$ cat src/rtl/ascon_pkg.sv
// Shared types and helpers for the Ascon permutation datapath.
package ascon_pkg;
  localparam int MAX_ROUNDS_C = 12;
  localparam int NUM_SBOXES_C = 64;

  // Element [k] holds word xk.
  typedef logic [4:0][63:0] t_state_array;

  typedef enum logic [1:0] {IDLE, RUN, DONE} t_perm_fsm;

  function automatic logic [7:0] round_const(input logic [3:0] r);
    return {4'hF - r, r};
  endfunction
endpackage

$ cat src/rtl/ascon_sbox.sv
// Single 5-bit Ascon S-box column. Bit 4 of the column is x0 and bit 0 is x4.
module ascon_sbox (
  input  logic [4:0] i_col,
  output logic [4:0] o_col
);
  logic w_a0, w_a1, w_a2, w_a3, w_a4;
  logic w_b0, w_b1, w_b2, w_b3, w_b4;

  assign w_a0 = i_col[4] ^ i_col[0];
  assign w_a1 = i_col[3];
  assign w_a2 = i_col[2] ^ i_col[3];
  assign w_a3 = i_col[1];
  assign w_a4 = i_col[0] ^ i_col[1];

  // Chi-like nonlinear core.
  assign w_b0 = w_a0 ^ (~w_a1 & w_a2);
  assign w_b1 = w_a1 ^ (~w_a2 & w_a3);
  assign w_b2 = w_a2 ^ (~w_a3 & w_a4);
  assign w_b3 = w_a3 ^ (~w_a4 & w_a0);
  assign w_b4 = w_a4 ^ (~w_a0 & w_a1);

  assign o_col = {w_b0 ^ w_b4, w_b1 ^ w_b0, ~w_b2, w_b3 ^ w_b2, w_b4};
endmodule

$ cat src/rtl/ascon_sub_layer.sv
// Substitution layer: one S-box per bit column across the five state words.
module ascon_sub_layer
  import ascon_pkg::*;
#(
  parameter int NUM_SBOXES = NUM_SBOXES_C
) (
  input  t_state_array i_state,
  output t_state_array o_state
);
  for (genvar i = 0; i < NUM_SBOXES; i++) begin : g_col
    logic [4:0] w_out;
    ascon_sbox u_sbox (
      .i_col({i_state[0][i], i_state[1][i], i_state[2][i], i_state[3][i], i_state[4][i]}),
      .o_col(w_out)
    );
    assign o_state[0][i] = w_out[4];
    assign o_state[1][i] = w_out[3];
    assign o_state[2][i] = w_out[2];
    assign o_state[3][i] = w_out[1];
    assign o_state[4][i] = w_out[0];
  end
endmodule

$ cat src/rtl/lin_layer.sv
// Ascon linear diffusion layer: per-word XOR of two right-rotations.
module lin_layer
  import ascon_pkg::*;
(
  input  t_state_array i_state,
  output t_state_array o_state
);
  function automatic logic [63:0] rotr(input logic [63:0] x, input int unsigned n);
    return (x >> n) | (x << (64 - n));
  endfunction

  assign o_state[0] = i_state[0] ^ rotr(i_state[0], 19) ^ rotr(i_state[0], 28);
  assign o_state[1] = i_state[1] ^ rotr(i_state[1], 61) ^ rotr(i_state[1], 39);
  assign o_state[2] = i_state[2] ^ rotr(i_state[2], 1)  ^ rotr(i_state[2], 6);
  assign o_state[3] = i_state[3] ^ rotr(i_state[3], 10) ^ rotr(i_state[3], 17);
  assign o_state[4] = i_state[4] ^ rotr(i_state[4], 7)  ^ rotr(i_state[4], 41);
endmodule

$ cat src/rtl/perm_sequencer.sv
// Iterative Ascon p^n engine, one round per edge with valid/ready on both sides.
// Optional PERM_SPLIT_ROUND_EN registers after the S-box layer, two edges per round.
module perm_sequencer
  import ascon_pkg::*;
#(
  parameter int MAX_ROUNDS = MAX_ROUNDS_C,
  parameter int NUM_SBOXES = NUM_SBOXES_C
) (
  input  logic         clock,
  input  logic         reset,
  input  logic         i_valid,
  output logic         o_ready,
  input  logic [3:0]   i_rounds,
  input  t_state_array i_state,
  output logic         o_valid,
  input  logic         i_ready,
  output t_state_array o_state,
  output logic         o_busy
);
  localparam logic [3:0] MAX_R  = 4'(MAX_ROUNDS);
  localparam logic [3:0] LAST_R = 4'(MAX_ROUNDS - 1);

  t_perm_fsm    r_fsm, w_fsm_nxt;
  t_state_array r_state;
  logic [3:0]   r_round;
  logic [3:0]   w_n;
  logic         w_start, w_adv, w_last;
  t_state_array w_ca, w_sub, w_lin_in, w_lin;

  assign w_n     = (i_rounds > MAX_R) ? MAX_R : i_rounds;
  assign w_start = i_valid & o_ready;

  always_comb begin
    w_ca          = r_state;
    w_ca[2][7:0]  = r_state[2][7:0] ^ round_const(r_round);
  end

  ascon_sub_layer #(.NUM_SBOXES(NUM_SBOXES)) u_sub (
    .i_state(w_ca),
    .o_state(w_sub)
  );

  lin_layer u_lin (
    .i_state(w_lin_in),
    .o_state(w_lin)
  );

`ifdef PERM_SPLIT_ROUND_EN
  // r_phase: 0 = SUB edge (fill pipe), 1 = LIN edge (commit round).
  logic         r_phase;
  t_state_array r_pipe;

  always_ff @(posedge clock or posedge reset) begin
    if (reset) begin
      r_phase <= 1'b0;
      r_pipe  <= '0;
    end else if (r_fsm == RUN) begin
      r_phase <= ~r_phase;
      if (!r_phase) r_pipe <= w_sub;
    end
  end

  assign w_lin_in = r_pipe;
  assign w_adv    = r_phase;
`else
  assign w_lin_in = w_sub;
  assign w_adv    = 1'b1;
`endif

  assign w_last = (r_fsm == RUN) && w_adv && (r_round == LAST_R);

  always_ff @(posedge clock or posedge reset) begin
    if (reset) r_fsm <= IDLE;
    else       r_fsm <= w_fsm_nxt;
  end

  always_comb begin
    w_fsm_nxt = r_fsm;
    unique case (r_fsm)
      IDLE:    if (w_start) w_fsm_nxt = (w_n == 4'd0) ? DONE : RUN;
      RUN:     if (w_last) w_fsm_nxt = DONE;
      DONE:    if (i_ready) w_fsm_nxt = IDLE;
      default: w_fsm_nxt = IDLE;
    endcase
  end

  always_comb begin
    o_ready = (r_fsm == IDLE);
    o_valid = (r_fsm == DONE);
    o_busy  = (r_fsm == RUN);
  end

  // Round index counts up from MAX_ROUNDS-n so the constants match the tail of p^12.
  always_ff @(posedge clock or posedge reset) begin
    if (reset) begin
      r_state <= '0;
      r_round <= '0;
    end else if (w_start) begin
      r_state <= i_state;
      r_round <= MAX_R - w_n;
    end else if (r_fsm == RUN && w_adv) begin
      r_state <= w_lin;
      r_round <= r_round + 4'd1;
    end
  end

  assign o_state = r_state;
endmodule

$ cat config.mk
export PLATFORM = sky130hd
export DESIGN_NAME = perm_sequencer
export DESIGN_NICKNAME = d
export VERILOG_FILES = /design/src/rtl/ascon_pkg.sv /design/src/rtl/ascon_sbox.sv /design/src/rtl/ascon_sub_layer.sv /design/src/rtl/lin_layer.sv /design/src/rtl/perm_sequencer.sv
export SDC_FILE = /design/constraint.sdc
export NUM_CORES = 2
export LEC_CHECK = 0
export CORE_ASPECT_RATIO = 0.8
export CORE_MARGIN = 2
export CORE_UTILIZATION = 45
export DETAILED_ROUTE_END_ITERATION = 10
export PLACE_DENSITY = 0.75
export SYNTH_ARGS = -nofsm -noshare
export SYNTH_HDL_FRONTEND = slang
export SYNTH_SLANG_ARGS = --single-unit
$ cat constraint.sdc
create_clock -name clock -period 16.9 [get_ports clock]
set_clock_uncertainty 0.05 [all_clocks]
set_input_delay 1.69 -clock clock [delete_from_list [all_inputs] [get_ports clock]]
set_output_delay 1.69 -clock clock [all_outputs]
set_load 0.01 [all_outputs]
==> impl_metrics.yaml <==
drt:
  first_pass_iters: 8
  drt_wl_total_mm: 143
  first_iter_violations: 3700
  post_drt_via_cell_ratio: 5.90
  via_count: 27300
  drc_errors: 0
  post_drt_wl_per_cell_microns: 30.9
  drtAntennaViolNets: 0
cells_and_area:
  seqCellArea_sq_um: 8160
  multi_input_area_sq_um: 19200
  drive_gt1_share_pct: 6.16
  final_nets: 4194
  area_growth_pct: 30.9
  fillers: 5573
logic_synthesis:
  synth_seq_cells: 326
  synth_edf_count: 0
  synth_top_area_cell: "dfrtp_1"
  synthesis.nets: 3585
  synth-main-ff-cell: "dfrtp_1"
  yosys_warnings: 0
  ys_seq_area_share_pct: 28.7
  synth_area_sq_um: 28400
  ys_types: 43
  syn_area_per_cell_sq_um: 9.08
  ys_async_sr_fraction_pct: 100
  synth_top_area_share_pct: 28.7
  yosys-top-cells-area: "dfrtp_1 29%, xnor2_1 27%, xnor2_2 6.0%, a22oi_1 5.9%, ha_1 5.7%"
  syn_inst: 3127
placement:
  gp_congestion: 1.06
  place_hpwl_mm: 117
  port_buffers: 650
floorplan:
  die_h_microns: 229
  top_level_ports: 651
  coreArea_sq_um: 62500
  die_area_sq_um: 65200
  rows: 82
  initial_core_util_pct: 45.5
  die_x_microns: 285
grt:
  met3_usage_pct: 9.61
  grt_pass1_vias: 25000
  grt_overflow: 0
  gr-usage-met1_pct: 58.7
  grt_use_total_pct: 42.5
  use_met2_pct: 63.6
  grt_max_degree: 159
  antenna_found_initial: 17
  grt_pass1_wl_mm: 195
  top_usage_layer: "met2"
clock_network:
  clkSlewWorstSetupHoldPaths_ns: 0.06
  cts_root_buf: "clkbuf_16"
  clockBufferDepth: 3
  clock_latency_ns: 0.59
  cts_setup_buffers: 0
  postCtsHoldBufs: 0
  cts_tree: "done"
  clock-sinks: 326
  htree_levels: 2
  cts_resized: 0
  cts_buffers: 39
worst_setup_path:
  path_max_fanout: 100
  crit_path_start_kind: "input port"
  slowest_delay_ns: 0.62
  critPathArrivalTime_ns: 4.51
  critPathCaptureType: "primary output"
  path_buf_inv: 4
  criticalPathCategory: "input port to primary output"
  path_cells: "clkdlybuf4s50_1 -> nor2_1 -> nor2_2 -> nand2_8 -> inv_1 -> buf_4 -> clkdlybuf4s50_1"
  timing.critical_path.mode_cell: "clkdlybuf4s50_1"
  worst_ep_required_time_ns: 15.16
  cp_slowest_cell: "clkdlybuf4s50_1"
  cp_top_family: "buffers and inverters"
sta:
  tightestPinTransition_ns: 1.36
  drv_slew: 0
  setup_tns_ns: 0
  rsz0062_at_grt: "no"
  period_share_pct: 37.0
  max_freq_mhz: 160
  final-setup-viol-count: 0
  hold_viol: 0
  period_minus_slack_ns: 6.25
  slew_headroom_pct: 8.75
run:
  maxCapViolations: 0
outcome:
  status: "complete, no violations"
worst_hold_path:
  hold_path.class: "register to register"
[layout make-up]
type                            instances  share of cell area, %
Antenna cell                            9                 0.0606
Clock buffer                           54                   2.96
Clock inverter                         18                  0.767
Inverter                              152                   1.55
Multi-Input combinational cell       2532                   51.7
Sequential cell                       326                   21.9
Tap cell                              840                   2.83
Timing Repair Buffer                  685                   18.2
[cell usage after synthesis (5+ instances only)]
cell      instances
a221o_1          31
dfrtp_1         326
a22oi_1         222
nor2_1           90
xnor2_1         872
buf_2            34
xnor2_2         104
nand2_1         355
o21ai_0         322
xor2_2            5
inv_1           152
maj3_1           13
nand3_1          41
xor2_1          119
or2_2            15
a21oi_1          69
o21ai_1          46
clkbuf_1         78
mux2i_1          47
or3_1            18
ha_1            130
[sequential cells by signal, summed over array words and instances (netlist names)]
signal   flops
o_state    320
r_round      4
r_fsm        2
[cell families after synthesis]
family          Yosys count  share of synthesized area (%)
buf+inv                 269                           3.73
simple gates            537                           7.74
flops                   326                           28.7
fa+ha+maj               143                           6.18
mux                      47                           1.66
compound gates          703                           15.0
xor+xnor               1102                           37.0
[worst paths after layout]
path                       cells after the start  slack, ns                        to                     start
hold / removal                                 2       0.48  o_state[135]$_DFFE_PP0P_  o_state[135]$_DFFE_PP0P_
min in group asynchronous                      2       1.57  o_state[240]$_DFFE_PP0P_                     reset
max in group asynchronous                      4      12.97  o_state[295]$_DFFE_PP0P_                     reset
hold reg to reg                                2       0.48  o_state[135]$_DFFE_PP0P_  o_state[135]$_DFFE_PP0P_
setup reg to reg                               7      13.15   o_state[93]$_DFFE_PP0P_      r_fsm[1]$_DFFE_PP0P_
setup / recovery                               7      10.65                    o_busy                   i_valid
[cells in the final DEF (no fill, tap or decap), types with 4 or more instances in the layout]
cell type        instances
xnor2_1                872
clkdlybuf4s50_1        650
nand2_1                354
dfrtp_1                326
o21ai_0                322
a22oi_1                222
inv_1                  151
ha_1                   130
xor2_1                 119
xnor2_2                104
nor2_1                  90
a21oi_1                 69
mux2i_1                 47
o21ai_1                 46
nand3_1                 41
clkbuf_16               39
buf_4                   34
a221o_1                 31
or3_1                   18
or2_2                   15
maj3_1                  13
diode_2                  9
clkbuf_1                 8
bufinv_16                7
clkbuf_8                 7
xor2_2                   5
clkinv_2                 5
inv_6                    4
[layer usage]
metal / vias to the layer above / wire (microns)
li1: 11700 / -
met1: 13400 / 57400
met2: 1809 / 61500
met3: 305 / 16600
met4: 8 / 7070
met5: - / 57
[tightest hold or removal path, cell delays in order, from the launching register on]
cell,delay [ns]
dfrtp_1,0.37
nand2_1,0.06
o21ai_0,0.06
[metrics by stage]
step / instance area, sq um / cells / util, % / worst slack, ns / hold slack, ns
CTS: 37200 / 4607 / 59.5 / 10.70 / 0.482
finish: 37200 / 4616 / 59.5 / 10.65 / 0.482
detailed placement: 35800 / 4535 / 57.3 / 10.71 / 0.469
global placement: 35800 / 4535 / 57.3 / 10.76 / 0.457
floorplan: 28400 / 3127 / - / 6.13 / 0.490
global route: 37200 / 4614 / 59.5 / 10.49 / 0.535
Power is left out: the tool's default activity adds up to more than one toggle a clock period on the data nets, which glitch-free logic cannot reach.
